===== config.mk =====
export PLATFORM = sky130hd
export DESIGN_NAME = uart_tx_arbiter
export DESIGN_NICKNAME = d
export VERILOG_FILES = /design/src/rtl/uart_tx_arbiter.sv
export SDC_FILE = /design/constraint.sdc
export NUM_CORES = 1
export LEC_CHECK = 0
export CAP_MARGIN = 10
export CORE_UTILIZATION = 36
export DETAILED_ROUTE_END_ITERATION = 10
export PLACE_DENSITY_LB_ADDON = 0.3
export SLEW_MARGIN = 40
export SYNTH_ARGS = -nofsm -noshare
export SYNTH_HDL_FRONTEND = slang
export SYNTH_SLANG_ARGS = --single-unit

===== constraint.sdc =====
create_clock -name Clk -period 1.9 [get_ports Clk]
set_input_delay 0.475 -clock Clk [delete_from_list [all_inputs] [get_ports Clk]]
set_output_delay 0.475 -clock Clk [all_outputs]
set_load 0.05 [all_outputs]

===== src/rtl/uart_tx_arbiter.sv =====
// Round-robin arbiter sharing one 8N1 byte-TX core between NUM_REQ byte sources.
// Optional watchdog enabled by defining UART_ARB_TIMEOUT_EN.
module uart_tx_arbiter #(
  parameter int NUM_REQ        = 4,
  parameter int ID_W           = 2,
  parameter int TIMEOUT_CYCLES = 60000
) (
  input  logic                 Clk,
  input  logic                 Reset_n,
  input  logic [NUM_REQ-1:0]   req_valid,
  input  logic [NUM_REQ*8-1:0] req_data,
  output logic [NUM_REQ-1:0]   req_ack,
  output logic                 tx_send_go,
  output logic [7:0]           tx_data,
  input  logic                 tx_done,
  output logic [ID_W-1:0]      grant_id,
  output logic                 busy,
  output logic                 tx_timeout
);

  typedef enum logic {IDLE, WAIT_DONE} state_t;

  state_t          state;
  logic [ID_W-1:0] ptr;
  logic [ID_W-1:0] pick;
  logic            found;

`ifdef UART_ARB_TIMEOUT_EN
  logic [31:0]     wd_cnt;
`endif

  // The round-robin pointer is always the most recent grant, so it doubles as grant_id.
  assign grant_id = ptr;

  // Search starts just after the last winner and wraps, giving rotating priority.
  always_comb begin
    pick  = ptr;
    found = 1'b0;
    for (int i = 1; i <= NUM_REQ; i++) begin
      if (!found && req_valid[(int'(ptr) + i) % NUM_REQ]) begin
        found = 1'b1;
        pick  = ID_W'((int'(ptr) + i) % NUM_REQ);
      end
    end
  end

  always_ff @(posedge Clk) begin
    if (!Reset_n) begin
      state      <= IDLE;
      ptr        <= ID_W'(NUM_REQ - 1);
      req_ack    <= '0;
      tx_send_go <= 1'b0;
      tx_data    <= '0;
      busy       <= 1'b0;
      tx_timeout <= 1'b0;
`ifdef UART_ARB_TIMEOUT_EN
      wd_cnt     <= '0;
`endif
    end else begin
      req_ack    <= '0;
      tx_send_go <= 1'b0;
      tx_timeout <= 1'b0;
      case (state)
        IDLE: begin
          if (found) begin
            tx_data    <= req_data[int'(pick)*8 +: 8];
            ptr        <= pick;
            req_ack    <= NUM_REQ'(1) << pick;
            tx_send_go <= 1'b1;
            busy       <= 1'b1;
            state      <= WAIT_DONE;
`ifdef UART_ARB_TIMEOUT_EN
            wd_cnt     <= '0;
`endif
          end
        end
        WAIT_DONE: begin
          // A tx_done coinciding with our own launch pulse belongs to the previous byte.
          if (tx_done && !tx_send_go) begin
            busy  <= 1'b0;
            state <= IDLE;
          end
`ifdef UART_ARB_TIMEOUT_EN
          else if (wd_cnt == 32'(TIMEOUT_CYCLES - 1)) begin
            busy       <= 1'b0;
            tx_timeout <= 1'b1;
            state      <= IDLE;
          end else begin
            wd_cnt <= wd_cnt + 32'd1;
          end
`endif
        end
        default: state <= IDLE;
      endcase
    end
  end

endmodule


==> reports/summary.txt, run 1 <==
run status: complete, no violations
routed vias/inst: 5.17
number of nets with antenna violations after routing: 0
Switching Fraction: 36.8%
netlist area before placement: 912 µm²
number of unique standard cell types used by synthesis: 31
unrepaired setup endpoints after global routing: false
WP data required: 2.07 ns
number of standard cells in the layout, taps in and fillers out: 192
pre-CTS setup slack: -0.294 ns
Synth warnings: 0
Setup WS post-layout: 0.285 ns
Most used DFF post-synth: dfxtp_1
Max Transition Viols Final: 0
DR pass1 iterations: 4
WL final: 2610 µm
Peak Freq: 0.619 GHz
type of destination of the critical path: flip-flop
Std-Cell Core Area: 0.00230 mm²
clock tree from TritonCTS: built
combinational power share: 47.2%
sequential cell area fraction in the yosys report: 37.3%
layout overhead on the synthesized area: 77.8%
Post-Route Hold Slack: 0.475 ns
cell-internal power: 741 µW
DRC violations left: 0
number of antenna cells inserted: 0
hpwl dp: 2010 µm
standby leakage power: 0.000746 µW
startpoint type of the worst setup path: input pin
clock insertion delay at the later pin of the skew report: 0.28 ns
global route total overflow: 0
highest-count cells in the layout ignoring fill and taps: 34 x clkdlybuf4s50_1, 27 x buf_4, 16 x dfxtp_1
DIE AREA: 0.00274 mm²
master cell of the clock root buffer: clkbuf_4
Critical Path AT: 1.78 ns
aggregate global-route resource usage: 18.7%
cts-stage hold buffer count: 0
mean instance size in the synthesized netlist: 9.50 µm²
first-pass GRT wire length: 3770 µm
total power: 1170 µW
number of enable flip-flop cells after synthesis: 0
# nets final: 204
antenna violations before repair: 0
routed vias: 993
H-tree depth reported by CTS: 1
starting density of the core: 39.7%
Syn Nets: 135
number of failing setup endpoints in the final timing report: 0
number of cells in the design after placement: 185
proportion of layout cells with a drive suffix above 1: 28.7%
leading cell type in the layout, fill and taps excluded: clkdlybuf4s50_1
clock-pin slew of the registers on the worst-case setup and hold paths: 0.10 ns
placed standard-cell area: 0.00151 mm²
Initial DRC Count: 7
CP Class: in -> reg
count of input and output buffers: 54
net switching component of the power: 432 µW
vias in the first global route: 942
number of register bits inferred by synthesis: 17
top fanout value on the critical path: 8
global placement routability congestion: 0.783
period utilization: 85.0%
post-route clock skew: 0.00793 ns
Die Width: 52.3 µm
Post-Synthesis Cells: 96
Wirelength per Cell: 13.6 µm
Clock Power Share: 16.1%
die outline height: 52.3 µm
I/O pin cnt: 56
max-cap violation count: 0
Filler cells: 177
path category of the worst min-delay check: reg -> reg
largest net degree at the start of global routing: 11
cts bufs inserted: 3
total power per unit cell area: 723 mW/mm²
count of endpoints failing hold in the final timing report: 0
Max IR drop VDD: 386 µV
final critical-path required period: 1.61 ns
fraction of power consumed by sequential logic: 36.8%
sinks on the clock net: 17
fraction of synthesis flops using an asynchronous set or reset pin: 0%
standard-cell rows: 17
clock buffer depth: 2
cell area after layout: 0.00162 mm²
[per-stage QoR]
step	setup TNS, ns	util, %
2_1_floorplan	0	-
3_3_place_gp	-2.52	65.6
3_5_place_dp	-2.98	65.6
4_1_cts	-0.0208	67.0
5_1_grt	0	70.6
6_report	0	70.6
[power by group through the flow]
stage / registers (µW) / logic [µW] / clock network, µW
floorplan: 574 / 180 / 0
global placement: 436 / 502 / 0
detailed placement: 436 / 511 / 0
CTS: 429 / 513 / 197
global route: 436 / 581 / 204
finish: 431 / 553 / 188
[state kept, by name (all words and copies together) (netlist names)]
name	count
state	1
tx_data	8
busy	1
grant_id	2
req_ack	4
tx_send_go	1
[path summary, 6_finish.rpt]
check | startpoint | cells past startpoint | endpoint | slack (ns)
max | req_valid[0] | 9 | tx_data[2] | 0.29
max reg2reg | grant_id[1] | 7 | tx_data[2] | 0.29
min | busy | 2 | busy | 0.48
min reg2reg | busy | 2 | busy | 0.48
[cells in the mapped netlist, drive strengths merged (3+ instances only)]
| cell type | number | area, µm² |
|---|---|---|
| a21o | 4 | 30.0 |
| a21oi | 4 | 27.5 |
| buf | 5 | 48.8 |
| dfxtp | 17 | 340 |
| mux2i | 14 | 140 |
| nand2 | 13 | 48.8 |
| nand2b | 4 | 25.0 |
| o211ai | 3 | 22.5 |
| o221ai | 6 | 52.6 |
| o31ai | 3 | 22.5 |
[logic make-up (layout without fill, tap and decap cells)]
group,after synthesis,count (layout),synth area share [%]
mux,14,14,15.4
buf+inv,8,76,6.58
other cells,1,1,0.411
simple gates,34,34,21.7
compound gates,22,22,18.7
flops,17,17,37.3
[layer usage]
layer / GRT usage (%) / wire length (µm)
met1: 19.9 / 1050
met2: 35.0 / 1370
met3: 3.48 / 138
met4: 8.33 / 51
met5: 0 / 0
[layout make-up]
type	instances	area (µm²)	area share (%)
Multi-Input combinational cell	71	544	33.6
Inverter	2	7.51	0.463
Sequential cell	17	342	21.1
Tap cell	28	35.0	2.16
Clock buffer	4	26.3	1.62
Timing Repair Buffer	70	667	41.1
[repair_timing]
action | CTS | global route
gates resized for setup | 1 | 13
setup buffers | 0 | 3
setup endpoints to repair | 6 | 10
pin swaps | 0 | 2
[worst max-delay path, cell delays in order]
cell            delay, ns
dlymetal6s2s_1       0.14
buf_6                0.14
nand2b_4             0.12
a21oi_2              0.06
nor3_2               0.24
buf_6                0.20
buf_12               0.11
mux2i_1              0.17
o221ai_1             0.12
Power figures use the tool's default switching activity.
==> inputs of run 2 (changes only) <==
--- a/config.mk
+++ b/config.mk
@@ -6,7 +6,7 @@
 export NUM_CORES = 1
 export LEC_CHECK = 0
 export CAP_MARGIN = 10
-export CORE_UTILIZATION = 36
+export CORE_UTILIZATION = 33
 export DETAILED_ROUTE_END_ITERATION = 10
 export PLACE_DENSITY_LB_ADDON = 0.3
 export SLEW_MARGIN = 40
==> constraint.sdc (replaced) <==
create_clock -name Clk -period 1.4 [get_ports Clk]
set_input_delay 0.35 -clock Clk [delete_from_list [all_inputs] [get_ports Clk]]
set_output_delay 0.35 -clock Clk [all_outputs]
set_load 0.05 [all_outputs]
==> run 2 against run 1 <==
Effect of this change: the flow now finishes with violations (negative setup slack); sequential power grew 42%; setup slack got worse by 0.43 ns; cell area grew 21%; critical endpoint is now tx_data[3]; non-clock buffer count is 10 higher; clock-buffer cell count decreased by 1; sequential share of layout area decreased by 3.3 points; die area grew 8.7%; first-iteration DRC count increased by 43%; flip-flop and latch count unchanged; critical path type is now reg -> reg; combinational power is 78% higher; global-route usage up 1.5 points; largest cell class unchanged; clock skew barely moved.
==> reports/summary.txt, run 2 (same netlist as run 1, synthesis figures left out) <==
top fanout value on the critical path: 8
Switching Fraction: 35.7%
run status: finished, violations left
launch point of the worst path: grant_id[1]
Max Transition Viols Final: 0
standard-cell rows: 18
Setup WS post-layout: -0.148 ns
Wirelength per Cell: 14.3 µm
vias in the first global route: 945
Clock Power Share: 14.9%
fraction of power consumed by sequential logic: 32.6%
WL final: 2920 µm
layout overhead on the synthesized area: 115%
Post-Route Hold Slack: 0.515 ns
routed vias/inst: 5.01
critical hold path startpoint: busy
number of antenna cells inserted: 0
clock-pin slew of the registers on the worst-case setup and hold paths: 0.11 ns
startpoint type of the worst setup path: flip-flop
net switching component of the power: 671 µW
die outline height: 54.6 µm
worst reg2reg startpoint: grant_id[1]
total power per unit cell area: 958 mW/mm²
hpwl dp: 2060 µm
Max IR drop VDD: 784 µV
path depth of the worst reg2reg path: 7
cell-internal power: 1210 µW
I/O pin cnt: 56
global placement routability congestion: 0.648
number of failing setup endpoints in the final timing report: 14
global route total overflow: 0
highest-count cells in the layout ignoring fill and taps: 34 x clkdlybuf4s50_1, 17 x buf_12, 16 x buf_4
type of destination of the critical path: flip-flop
Die Width: 54.6 µm
largest net degree at the start of global routing: 12
number of nets with antenna violations after routing: 0
clock buffer depth: 2
antenna violations before repair: 0
sinks on the clock net: 17
register name with the most flops: tx_data
# nets final: 214
WP data required: 1.59 ns
area used by multi-input combinational logic: 584 µm²
routed vias: 1023
Sequential cell area: 348 µm²
max-cap violation count: 0
DIE AREA: 0.00298 mm²
H-tree depth reported by CTS: 1
combinational power share: 52.5%
utilization after layout: 76.9%
DRC violations left: 0
Peak Freq: 0.646 GHz
leading cell type in the layout, fill and taps excluded: clkdlybuf4s50_1
Filler cells: 163
register-to-register setup slack: -0.15 ns
period utilization: 111%
standby leakage power: 0.000858 µW
unrepaired setup endpoints after global routing: true
violations in the final reports: negative setup slack
DR pass1 iterations: 4
CP Class: reg -> reg
r2r endpoint: tx_data[3]
max FFs per register: 8
final critical-path required period: 1.55 ns
clock insertion delay at the later pin of the skew report: 0.30 ns
Worst Hold Path Cells: 2
cts bufs inserted: 3
WHS Endpoint: busy
count of input and output buffers: 54
Initial DRC Count: 10
Total Negative Setup Slacks: -1.34 ns
path category of the worst min-delay check: reg -> reg
master cell of the clock root buffer: clkbuf_4
Std-Cell Core Area: 0.00254 mm²
Critical Path AT: 1.74 ns
first-pass GRT wire length: 4160 µm
clock tree from TritonCTS: built
aggregate global-route resource usage: 20.1%
count of endpoints failing hold in the final timing report: 0
starting density of the core: 35.8%
post-route clock skew: 0.00745 ns
proportion of layout cells with a drive suffix above 1: 35.1%
cts-stage hold buffer count: 0
==> run 2: changes by cell type in the layout (fill, tap and decap cells not counted), sizes merged <==
cell / delta
buf: +10
clkbuf: -1
clkinv: +1
dlygate4sd2: +4
dlymetal6s2s: -4
==> run 2: through the flow <==
stage / total power, µW / worst slack [ns] / cells / instance area (µm²)
2_1_floorplan: 1040 / -0.155 / 96 / 943
4_1_cts: 1850 / -0.105 / 202 / 1930
6_report: 1880 / -0.148 / 204 / 1960
3_5_place_dp: 1500 / -0.628 / 193 / 1790
3_3_place_gp: 1480 / -0.569 / 193 / 1790
5_1_grt: 1960 / -0.208 / 204 / 1960
==> run 2: how the worst max path moves through the flow <==
stage | endpoint | slack (ns) | cells past startpoint
6_report | tx_data[3] | -0.15 | 7
5_1_grt | tx_data[6] | -0.21 | 6
4_1_cts | tx_data[3] | -0.11 | 7
3_5_place_dp | tx_data[5] | -0.63 | 8
3_3_place_gp | tx_data[5] | -0.57 | 8
2_1_floorplan | tx_data[0] | -0.15 | 7
==> run 2: cell type report <==
| cell class | instances | share of cell area [%] |
|---|---|---|
| clock buffer | 3 | 1.15 |
| clock inverter | 1 | 0.256 |
| inverter | 2 | 0.383 |
| multi-input combinational | 71 | 29.8 |
| sequential | 17 | 17.8 |
| tap | 30 | 1.92 |
| timing repair buffer | 80 | 48.7 |
==> run 2: power by group through the flow <==
stage	clock network (µW)	logic (µW)	registers, µW
2_1_floorplan	0	255	781
6_report	279	984	612
3_5_place_dp	0	881	619
5_1_grt	303	1030	621
4_1_cts	273	966	611
3_3_place_gp	0	866	617
==> run 2: timing repair <==
item                                    4_1_cts  5_1_grt
gates resized for setup                      19        4
hold endpoints to repair                      0        0
pin swaps                                     1        4
endpoints found under the setup margin       15       15
buffers inserted                              3        1
cloned                                        2        1
==> run 2: metal layers <==
metal  part of all wire [%]  track usage, %  vias up
met1                     39            22.1      482
li1                       -               -      509
met2                     55            37.4       26
met4                    1.7            7.69        0
met5                      0               0        -
met3                    4.1            4.17        6
==> run 2: critical path: stages, from the launching register on <==
cell      delay (ns)
dfxtp_4         0.41
nand2b_4        0.15
a21oi_4         0.06
nor3_4          0.20
buf_6           0.14
buf_12          0.12
mux2i_2         0.22
o221ai_1        0.14
==> inputs of run 3 (changes only) <==
--- a/config.mk
+++ b/config.mk
@@ -6,6 +6,7 @@
 export NUM_CORES = 1
 export LEC_CHECK = 0
 export CAP_MARGIN = 10
+export CORE_MARGIN = 3
 export CORE_UTILIZATION = 33
 export DETAILED_ROUTE_END_ITERATION = 10
 export PLACE_DENSITY_LB_ADDON = 0.3
==> run 3 against run 2 <==
Effect of this change: the run still ends with negative setup slack left; sequential power is essentially flat; non-clock buffer count grew 2; flip-flop and latch count is the same; hold slack lost 0.014 ns; clock power shrank 4%; via count grew 3.5%; largest cell class unchanged.
==> reports/summary.txt, run 3 (same netlist as run 1, synthesis figures left out) <==
run status: finished, violations left
violations in the final reports: negative setup slack
hpwl dp: 2420 µm
Max Transition Viols Final: 0
register name with the most flops: tx_data
antenna violations before repair: 0
die outline height: 58.6 µm
layout overhead on the synthesized area: 121%
starting density of the core: 35.8%
clock-pin slew of the registers on the worst-case setup and hold paths: 0.10 ns
cts bufs inserted: 3
standby leakage power: 0.000875 µW
I/O pin cnt: 56
type of destination of the critical path: output port
max-cap violation count: 0
Max IR drop VDD: 762 µV
global route total overflow: 0
proportion of layout cells with a drive suffix above 1: 37.5%
WL final: 3420 µm
DIE AREA: 0.00343 mm²
post-route clock skew: 0.00271 ns
clock tree from TritonCTS: built
aggregate global-route resource usage: 20.9%
largest net degree at the start of global routing: 12
Setup WS post-layout: -0.194 ns
CP Class: reg -> out
buffer and inverter count on the worst path: 4
Post-Route Hold Slack: 0.501 ns
period utilization: 114%
top fanout value on the critical path: 5
longest individual stage delay on the worst path: 0.38 ns
total power per unit cell area: 950 mW/mm²
Initial DRC Count: 24
Wirelength per Cell: 16.6 µm
clock insertion delay at the later pin of the skew report: 0.29 ns
master cell of the clock root buffer: clkbuf_4
WP data required: 1.05 ns
count of input and output buffers: 54
DR pass1 iterations: 4
unrepaired setup endpoints after global routing: true
critical-path cell list: buf_4, buf_4, buf_4, buf_12
first-pass GRT wire length: 5530 µm
number of failing setup endpoints in the final timing report: 14
highest-count cells in the layout ignoring fill and taps: 34 x clkdlybuf4s50_1, 17 x buf_12, 16 x buf_4
DRC violations left: 0
most prevalent standard cell on the critical path: buf_4
number of antenna cells inserted: 0
utilization after layout: 79.1%
clock buffer depth: 2
standard-cell rows: 18
count of endpoints failing hold in the final timing report: 0
cts-stage hold buffer count: 0
Peak Freq: 0.627 GHz
routed vias/inst: 5.14
# nets final: 216
H-tree depth reported by CTS: 1
leading cell type in the layout, fill and taps excluded: clkdlybuf4s50_1
Critical Path AT: 1.24 ns
max FFs per register: 8
global placement routability congestion: 0.769
sinks on the clock net: 17
final critical-path required period: 1.59 ns
Filler cells: 160
number of nets with antenna violations after routing: 0
CP top delay family: buffers and inverters
crit path max-delay cell type: dfxtp_4
routed vias: 1059
path category of the worst min-delay check: reg -> reg
Std-Cell Core Area: 0.00254 mm²
startpoint type of the worst setup path: flip-flop
Die Width: 58.6 µm
vias in the first global route: 1163
-- run 3: metrics by stage --
stage / setup TNS, ns / cell area (µm²) / std cells / power [µW] / worst slack (ns)
floorplan: -0.973 / 943 / 96 / 1040 / -0.155
global placement: -7.57 / 1800 / 195 / 1480 / -0.575
detailed placement: -8.28 / 1800 / 195 / 1500 / -0.633
CTS: -1.43 / 2020 / 206 / 1930 / -0.168
global route: -2.55 / 2010 / 206 / 1990 / -0.255
finish: -1.61 / 2010 / 206 / 1910 / -0.194
-- run 3: layer usage --
layer | wire length (µm) | vias up | global-route usage [%] | share of wire, %
li1 | - | 517 | - | -
met1 | 1290 | 507 | 25.8 | 38
met2 | 1930 | 31 | 39.1 | 57
met3 | 168 | 4 | 4.61 | 4.9
met4 | 29 | 0 | 0.971 | 0.85
met5 | 0 | - | 0 | 0
-- run 3: final timing paths --
kind	start	to	slack, ns	depth (start not counted)
worst min-delay path	state	state	0.50	2
worst min register to register	state	state	0.50	2
worst max register to register	grant_id[1]	tx_data[3]	-0.18	7
worst max-delay path	grant_id[1]	grant_id[1]	-0.19	4
-- run 3: tightest hold or removal path, delay by kind of cell (launching register included) --
kind	cells	cell delay, ns
AO/OA/AOI/OAI	1	0.05
buffers and inverters	1	0.06
flip-flops	1	0.36
-- run 3: what timing repair did --
action,CTS,global route
gates cloned,2,0
resized for setup,26,6
setup endpoints to repair,15,14
setup buffers,5,2
pin swaps,6,5
-- run 3: cell type report --
type | count | area [µm²] | share of cell area, %
multi-input combinational | 71 | 614 | 30.5
inverter | 2 | 7.51 | 0.373
clock buffer | 4 | 26.3 | 1.31
timing repair buffer | 82 | 980 | 48.7
tap | 30 | 37.5 | 1.86
sequential | 17 | 348 | 17.3
-- run 3: power breakdown --
group / switching (µW) / internal [µW] / total [µW] / leakage, µW
combinational: 462 / 572 / 1030 / 0.000719
sequential: 66.4 / 544 / 610 / 0.000141
clock: 156 / 111 / 267 / 0.0000150
total: 685 / 1230 / 1910 / 0.000875
